<file path="config.mk">
export PLATFORM = sky130hd
export DESIGN_NAME = mem_arbiter
export DESIGN_NICKNAME = d
export VERILOG_FILES = /design/src/rtl/mem_arbiter_pkg.sv /design/src/rtl/arb_watchdog.sv /design/src/rtl/mem_arbiter.sv
export SDC_FILE = /design/constraint.sdc
export NUM_CORES = 1
export LEC_CHECK = 0
export BUFFER_PORTS_ARGS = -buffer_cell sky130_fd_sc_hd__buf_2
export CORE_UTILIZATION = 43
export DETAILED_ROUTE_END_ITERATION = 10
export GPL_TIMING_DRIVEN = 0
export PLACE_DENSITY = 0.79
export REMOVE_ABC_BUFFERS = 1
export SLEW_MARGIN = 30
export SYNTH_ARGS = -nofsm -noshare
export SYNTH_HDL_FRONTEND = slang
export SYNTH_SLANG_ARGS = --single-unit
</file>
<file path="constraint.sdc">
create_clock -name clk -period 2 [get_ports clk]
set_input_delay 0.2 -clock clk [delete_from_list [all_inputs] [get_ports clk]]
set_output_delay 0.2 -clock clk [all_outputs]
set_load 0.02 [all_outputs]
</file>
<file path="src/rtl/mem_arbiter_pkg.sv">
// Shared types and constants for the instruction/data memory bus arbiter.
package mem_arbiter_pkg;

  typedef enum logic [1:0] {ARB_IDLE, ARB_FETCH, ARB_DATA} arb_state_t;

  typedef enum logic {GNT_FETCH, GNT_DATA} grant_t;

  localparam logic [3:0] SEL_ALL = 4'b1111;

endpackage

</file>
<file path="src/rtl/arb_watchdog.sv">
// Transaction watchdog: counts cycles while enabled, cleared on grant, saturating.
// expired is high in the cycle whose closing edge brings the count to TIMEOUT.
module arb_watchdog #(
  parameter int unsigned TIMEOUT = 64
) (
  input  logic clk,
  input  logic nrst,
  input  logic clr,
  input  logic en,
  output logic expired
);

  localparam int unsigned CntW = (TIMEOUT > 0) ? $clog2(TIMEOUT + 1) : 1;
  localparam logic [CntW-1:0] CntMax = CntW'(TIMEOUT);

  logic [CntW-1:0] cnt_q;

  always_ff @(posedge clk) begin
    if (!nrst || clr) begin
      cnt_q <= '0;
    end else if (en && (cnt_q != CntMax)) begin
      cnt_q <= cnt_q + 1'b1;
    end
  end

  generate
    if (TIMEOUT == 0) begin : g_disabled
      assign expired = 1'b0;
    end else begin : g_enabled
      assign expired = en && (cnt_q >= (CntMax - 1'b1));
    end
  endgenerate

endmodule

</file>
<file path="src/rtl/mem_arbiter.sv">
// Arbitrates one memory bus between fetch and load/store ports, with a hang watchdog.
// Optional one-entry fetch buffer enabled by defining MEM_ARBITER_FETCH_BUF_EN.
module mem_arbiter
  import mem_arbiter_pkg::*;
#(
  parameter int unsigned ADDR_W  = 32,
  parameter int unsigned DATA_W  = 32,
  parameter int unsigned TIMEOUT = 64
) (
  input  logic              clk,
  input  logic              nrst,
  input  logic              if_req,
  input  logic [ADDR_W-1:0] if_addr,
  output logic [DATA_W-1:0] if_rdata,
  output logic              if_ack,
  input  logic              d_ren,
  input  logic              d_wen,
  input  logic [ADDR_W-1:0] d_addr,
  input  logic [DATA_W-1:0] d_wdata,
  input  logic [3:0]        d_sel,
  output logic [DATA_W-1:0] d_rdata,
  output logic              d_ack,
  output logic              bus_ren,
  output logic              bus_wen,
  output logic [ADDR_W-1:0] bus_addr,
  output logic [DATA_W-1:0] bus_wdata,
  output logic [3:0]        bus_sel,
  input  logic [DATA_W-1:0] bus_rdata,
  input  logic              bus_busy,
  output logic              cpu_stall,
  output logic              err
);

  arb_state_t        state_q, state_d;
  grant_t            last_grant_q, last_grant_d;
  logic [ADDR_W-1:0] addr_q, addr_d;
  logic [DATA_W-1:0] wdata_q, wdata_d;
  logic [3:0]        sel_q, sel_d;
  logic              wr_q, wr_d;
  logic              if_ack_q, if_ack_d;
  logic              d_ack_q, d_ack_d;
  logic [DATA_W-1:0] if_rdata_q, if_rdata_d;
  logic [DATA_W-1:0] d_rdata_q, d_rdata_d;
  logic              err_q, err_d;

  logic              d_req, f_req, gnt_data, gnt_fetch;
  logic              busy_state, done, abort, wd_clr, wd_expired;
  logic              buf_hit;
  logic [DATA_W-1:0] buf_rdata;

  assign d_req = (d_ren | d_wen) & ~d_ack_q;
  assign f_req = if_req & ~if_ack_q;
  // Fetch wins a tie only right after a data grant, so fetch cannot starve.
  assign gnt_data  = d_req & ~(f_req & (last_grant_q == GNT_DATA));
  assign gnt_fetch = f_req & ~gnt_data;

  assign busy_state = (state_q != ARB_IDLE);
  assign done       = busy_state & ~bus_busy;
  assign abort      = busy_state & bus_busy & wd_expired;

  arb_watchdog #(
    .TIMEOUT(TIMEOUT)
  ) u_watchdog (
    .clk    (clk),
    .nrst   (nrst),
    .clr    (wd_clr),
    .en     (busy_state),
    .expired(wd_expired)
  );

`ifdef MEM_ARBITER_FETCH_BUF_EN
  logic              buf_valid_q;
  logic [ADDR_W-1:0] buf_addr_q;
  logic [DATA_W-1:0] buf_data_q;

  assign buf_hit   = buf_valid_q && (if_addr == buf_addr_q);
  assign buf_rdata = buf_data_q;

  always_ff @(posedge clk) begin
    if (!nrst) begin
      buf_valid_q <= 1'b0;
      buf_addr_q  <= '0;
      buf_data_q  <= '0;
    end else if (abort) begin
      buf_valid_q <= 1'b0;
    end else if (done && (state_q == ARB_FETCH)) begin
      buf_valid_q <= 1'b1;
      buf_addr_q  <= addr_q;
      buf_data_q  <= bus_rdata;
    end else if (done && (state_q == ARB_DATA) && wr_q &&
                 (addr_q[ADDR_W-1:2] == buf_addr_q[ADDR_W-1:2])) begin
      buf_valid_q <= 1'b0;
    end
  end
`else
  assign buf_hit   = 1'b0;
  assign buf_rdata = '0;
`endif

  always_comb begin
    state_d      = state_q;
    last_grant_d = last_grant_q;
    addr_d       = addr_q;
    wdata_d      = wdata_q;
    sel_d        = sel_q;
    wr_d         = wr_q;
    if_ack_d     = 1'b0;
    d_ack_d      = 1'b0;
    if_rdata_d   = if_rdata_q;
    d_rdata_d    = d_rdata_q;
    err_d        = err_q;
    wd_clr       = 1'b0;

    unique case (state_q)
      ARB_IDLE: begin
        if (gnt_data) begin
          state_d = ARB_DATA;
          addr_d  = d_addr;
          wdata_d = d_wdata;
          sel_d   = d_sel;
          wr_d    = d_wen;
          wd_clr  = 1'b1;
        end else if (gnt_fetch) begin
          if (buf_hit) begin
            if_ack_d     = 1'b1;
            if_rdata_d   = buf_rdata;
            last_grant_d = GNT_FETCH;
          end else begin
            state_d = ARB_FETCH;
            addr_d  = if_addr;
            sel_d   = SEL_ALL;
            wr_d    = 1'b0;
            wd_clr  = 1'b1;
          end
        end
      end
      ARB_FETCH: begin
        if (done || abort) begin
          state_d      = ARB_IDLE;
          if_ack_d     = 1'b1;
          if_rdata_d   = done ? bus_rdata : '0;
          last_grant_d = GNT_FETCH;
          if (abort) err_d = 1'b1;
        end
      end
      ARB_DATA: begin
        if (done || abort) begin
          state_d      = ARB_IDLE;
          d_ack_d      = 1'b1;
          d_rdata_d    = (done && !wr_q) ? bus_rdata : '0;
          last_grant_d = GNT_DATA;
          if (abort) err_d = 1'b1;
        end
      end
      default: state_d = ARB_IDLE;
    endcase
  end

  always_ff @(posedge clk) begin
    if (!nrst) begin
      state_q      <= ARB_IDLE;
      last_grant_q <= GNT_FETCH;
      addr_q       <= '0;
      wdata_q      <= '0;
      sel_q        <= '0;
      wr_q         <= 1'b0;
      if_ack_q     <= 1'b0;
      d_ack_q      <= 1'b0;
      if_rdata_q   <= '0;
      d_rdata_q    <= '0;
      err_q        <= 1'b0;
    end else begin
      state_q      <= state_d;
      last_grant_q <= last_grant_d;
      addr_q       <= addr_d;
      wdata_q      <= wdata_d;
      sel_q        <= sel_d;
      wr_q         <= wr_d;
      if_ack_q     <= if_ack_d;
      d_ack_q      <= d_ack_d;
      if_rdata_q   <= if_rdata_d;
      d_rdata_q    <= d_rdata_d;
      err_q        <= err_d;
    end
  end

  // Strobes derive from state so they drop the same edge the FSM returns to idle or resets.
  assign bus_ren   = (state_q == ARB_FETCH) | ((state_q == ARB_DATA) & ~wr_q);
  assign bus_wen   = (state_q == ARB_DATA) & wr_q;
  assign bus_addr  = addr_q;
  assign bus_wdata = wdata_q;
  assign bus_sel   = sel_q;

  assign if_ack    = if_ack_q;
  assign d_ack     = d_ack_q;
  assign if_rdata  = if_rdata_q;
  assign d_rdata   = d_rdata_q;
  assign err       = err_q;
  assign cpu_stall = (if_req & ~if_ack_q) | ((d_ren | d_wen) & ~d_ack_q);

endmodule

</file>
==> flow_summary.ini <==
[global_route]
overflow = 0
grt_pass1_wl_um = 24600
grt_pass1_vias = 5115
grt_max_degree = 44
grt_use_total = 0.244
antenna_found_initial = 3

[detailed_routing]
drc = 0
vias = 5305
vias_per_cell = 5.05
wl_per_cell_um = 15.0
wirelength_um = 15700
dr.pass1.iters = 5
ant_nets = 0
drt_iter0_markers = 291

[setup_path]
rrSetupSlack_ps = 110
arrival_ps = 2250
rr_startpoint = state_q[1]$_SDFFE_PN0P_
required_ps = 2360
crit_type = flop to flop
rr_endpoint = if_rdata[14]$_SDFFE_PN0P_
critPathMaxStageDelay_ps = 520
critPathLaunchType = flop
slowest_stage = and3_2
worstPathCellList = inv_1 -> ha_1 -> nor2b_2 -> and3_2 -> a22o_1
end_kind = flop
reg2reg_depth = 5
critPathMaxFanout = 16

[finish]
final_nets = 1011
final_cell_mix = buf_2, dfxtp_1, nand2_1
layout-drive-gt1-share = 0.387
syn_to_final_growth_pct = 47.1
seq_area_sq_um = 2920
final_common_cell = buf_2
n_fill_cell = 994
multi_input_area_sq_um = 2260

[sta]
fmax_mhz = 528
slew_headroom = 0.424
worst_slew_pin_slew_ps = 863
rsz0062_at_grt = yes
drv_slew = 0
final_hold_viol_count = 0
timing.hold.ws_ps = 18.6
min_period_ps = 1890
clock_skew_ps = 9.14
finalSetupTns_ps = 0
min_period_over_period = 0.947
setup_viol = 0

[logic_synthesis]
synth_area_leaders = dfxtp_1, a22o_1, nand2_1
synth.cell_area_sq_um = 5330
syn_inst = 574
synthArstFlopShare = 0
synth_edf_count = 0
ys_seq_area_frac = 0.549
synth_top_area_cell = dfxtp_1
synth_ff_type = dfxtp_1
yosysWarnings = 0
synth_top_area_frac = 0.549
ys_types = 40
avgSynthCellArea_sq_um = 9.28
synth-seq-cells = 146

[worst_hold_path]
holdPathStages = 2
hp-start = bus_rdata[2]
hp-class = input port to flop
holdPathEnd = d_rdata[2]$_SDFFE_PN0P_

[floorplan]
die-area_sq_um = 12800
start_util = 0.442
core-area_sq_um = 12100
die-height_um = 113
num_rows = 40
io_pins = 276
dieWidth_um = 113

[job]
max_cap_violations = 0

[cts]
numCtsBuffers = 17
htree_levels = 4
clk_pin_slew_ps = 60
clock_path_buffers = 2
clock_latency_ps = 420
cts_sinks = 146
root_buffer = clkbuf_16
cts_tree = yes

[run_status]
outcome = finished clean

[pwr]
p_per_area_nw_per_um2 = 1290
p_leak_uw = 0.00376
ir_drop_mv = 0.620

[placement]
io_buffers = 275
post-dp-hpwl_um = 9960
gp_congestion = 0.784
[worst max path at each step]
| stage | to | depth (start not counted) | startpoint | slack [ps] |
|---|---|---|---|---|
| after detailed placement | if_rdata[17]$_SDFFE_PN0P_ | 4 | nrst | -450 |
| final | if_rdata[14]$_SDFFE_PN0P_ | 5 | state_q[1]$_SDFFE_PN0P_ | 110 |
| after floorplan | bus_addr[0]$_SDFFE_PN0P_ | 5 | state_q[0]$_SDFFE_PN0P_ | -1340 |
| after CTS | d_rdata[5]$_SDFFE_PN0P_ | 5 | u_watchdog.cnt_q[0]$_SDFFE_PP0P_ | 5 |
| after global routing | bus_addr[17]$_SDFFE_PN0P_ | 7 | state_q[1]$_SDFFE_PN0P_ | 0.3 |
| after global placement | bus_addr[18]$_SDFFE_PN0P_ | 5 | state_q[0]$_SDFFE_PN0P_ | -2520 |
[worst max-delay path: cells and delay by family, from the launching register on]
kind,cells,cell delay (ps)
AOI/OAI and AO/OA,1,190
and+or+nand+nor,2,950
buffers and inverters,1,150
DFF,1,320
adders and majority gates,1,210
[cells by family (layout without fill, tap and decap cells)]
group / count (synthesis) / after routing / synth area share
buf+inv: 51 / 355 / 0.0467
fa+ha+maj: 5 / 5 / 0.0117
xor+xnor: 6 / 6 / 0.00986
simple gates: 183 / 184 / 0.144
other cells: 0 / 2 / 0
mux: 1 / 1 / 0.00188
compound gates: 182 / 184 / 0.237
flops: 146 / 146 / 0.549
[flip-flops by register name, summed over array words and instances, names as in the netlist, 2 cells and up]
signal,cells
u_watchdog.cnt_q,7
bus_sel,4
bus_addr,32
bus_wdata,32
d_rdata,32
if_rdata,32
state_q,2
[power by group]
group          total (uW)  internal (uW)  switching (uW)
clock network        2980           1720            1260
logic                3420           1260            2160
registers            3740           3470             265
total               10100           6450            3690
[metal layers]
metal | wire length (um) | GRT usage | vias up
li1 | - | - | 2627
met3 | 1170 | 0.0745 | 35
met5 | 0 | 0 | -
met2 | 7740 | 0.425 | 221
met4 | 424 | 0.117 | 0
met1 | 6410 | 0.271 | 2422
[what timing repair did]
item | 4_1_cts | 5_1_grt
endpoints found under the setup margin | 80 | 67
gates cloned | 2 | 1
hold buffers | 28 | 0
endpoints found under the hold margin | 42 | 0
pin swaps | 3 | 2
setup buffers | 2 | 4
resized for setup | 7 | 1
[synth_stat cells (2+ instances only)]
cell type  instances
a21o_1             2
a21oi_1           38
a21oi_4            2
a22o_1            62
a22o_2             2
a31oi_1           32
and2_1             2
and3_1             2
and3_2             2
buf_2             10
buf_6              6
clkbuf_1          26
dfxtp_1          146
ha_1               5
inv_1              8
nand2_1          135
nand2b_1           2
nand3_1            6
nand4_1            3
nor2_1            13
nor2b_1            5
nor3_1            10
o21a_1             2
o21ai_0           33
xnor2_1            2
xor2_1             4
[area by class of cell]
class                   count  area share
diodes                      2    0.000639
repair buffers            315       0.235
clock inverters            14      0.0169
flip-flops and latches    146       0.373
well taps                 168      0.0268
multi-input cells         380       0.289
inverters                   8     0.00383
clock buffers              18      0.0548
[per-stage QoR]
step / total power [uW] / cell area [sq um] / worst slack [ps] / instances / util
floorplan: 5750 / 5110 / -1340 / 531 / -
global placement: 6400 / 6700 / -2520 / 974 / 0.555
detailed placement: 6990 / 6830 / -450 / 980 / 0.566
CTS: 10100 / 7760 / 4.89 / 1044 / 0.643
global route: 10700 / 7840 / 0.322 / 1051 / 0.650
finish: 10100 / 7840 / 106 / 1051 / 0.650
No activity file was read; power rests on OpenSTA's default activity.
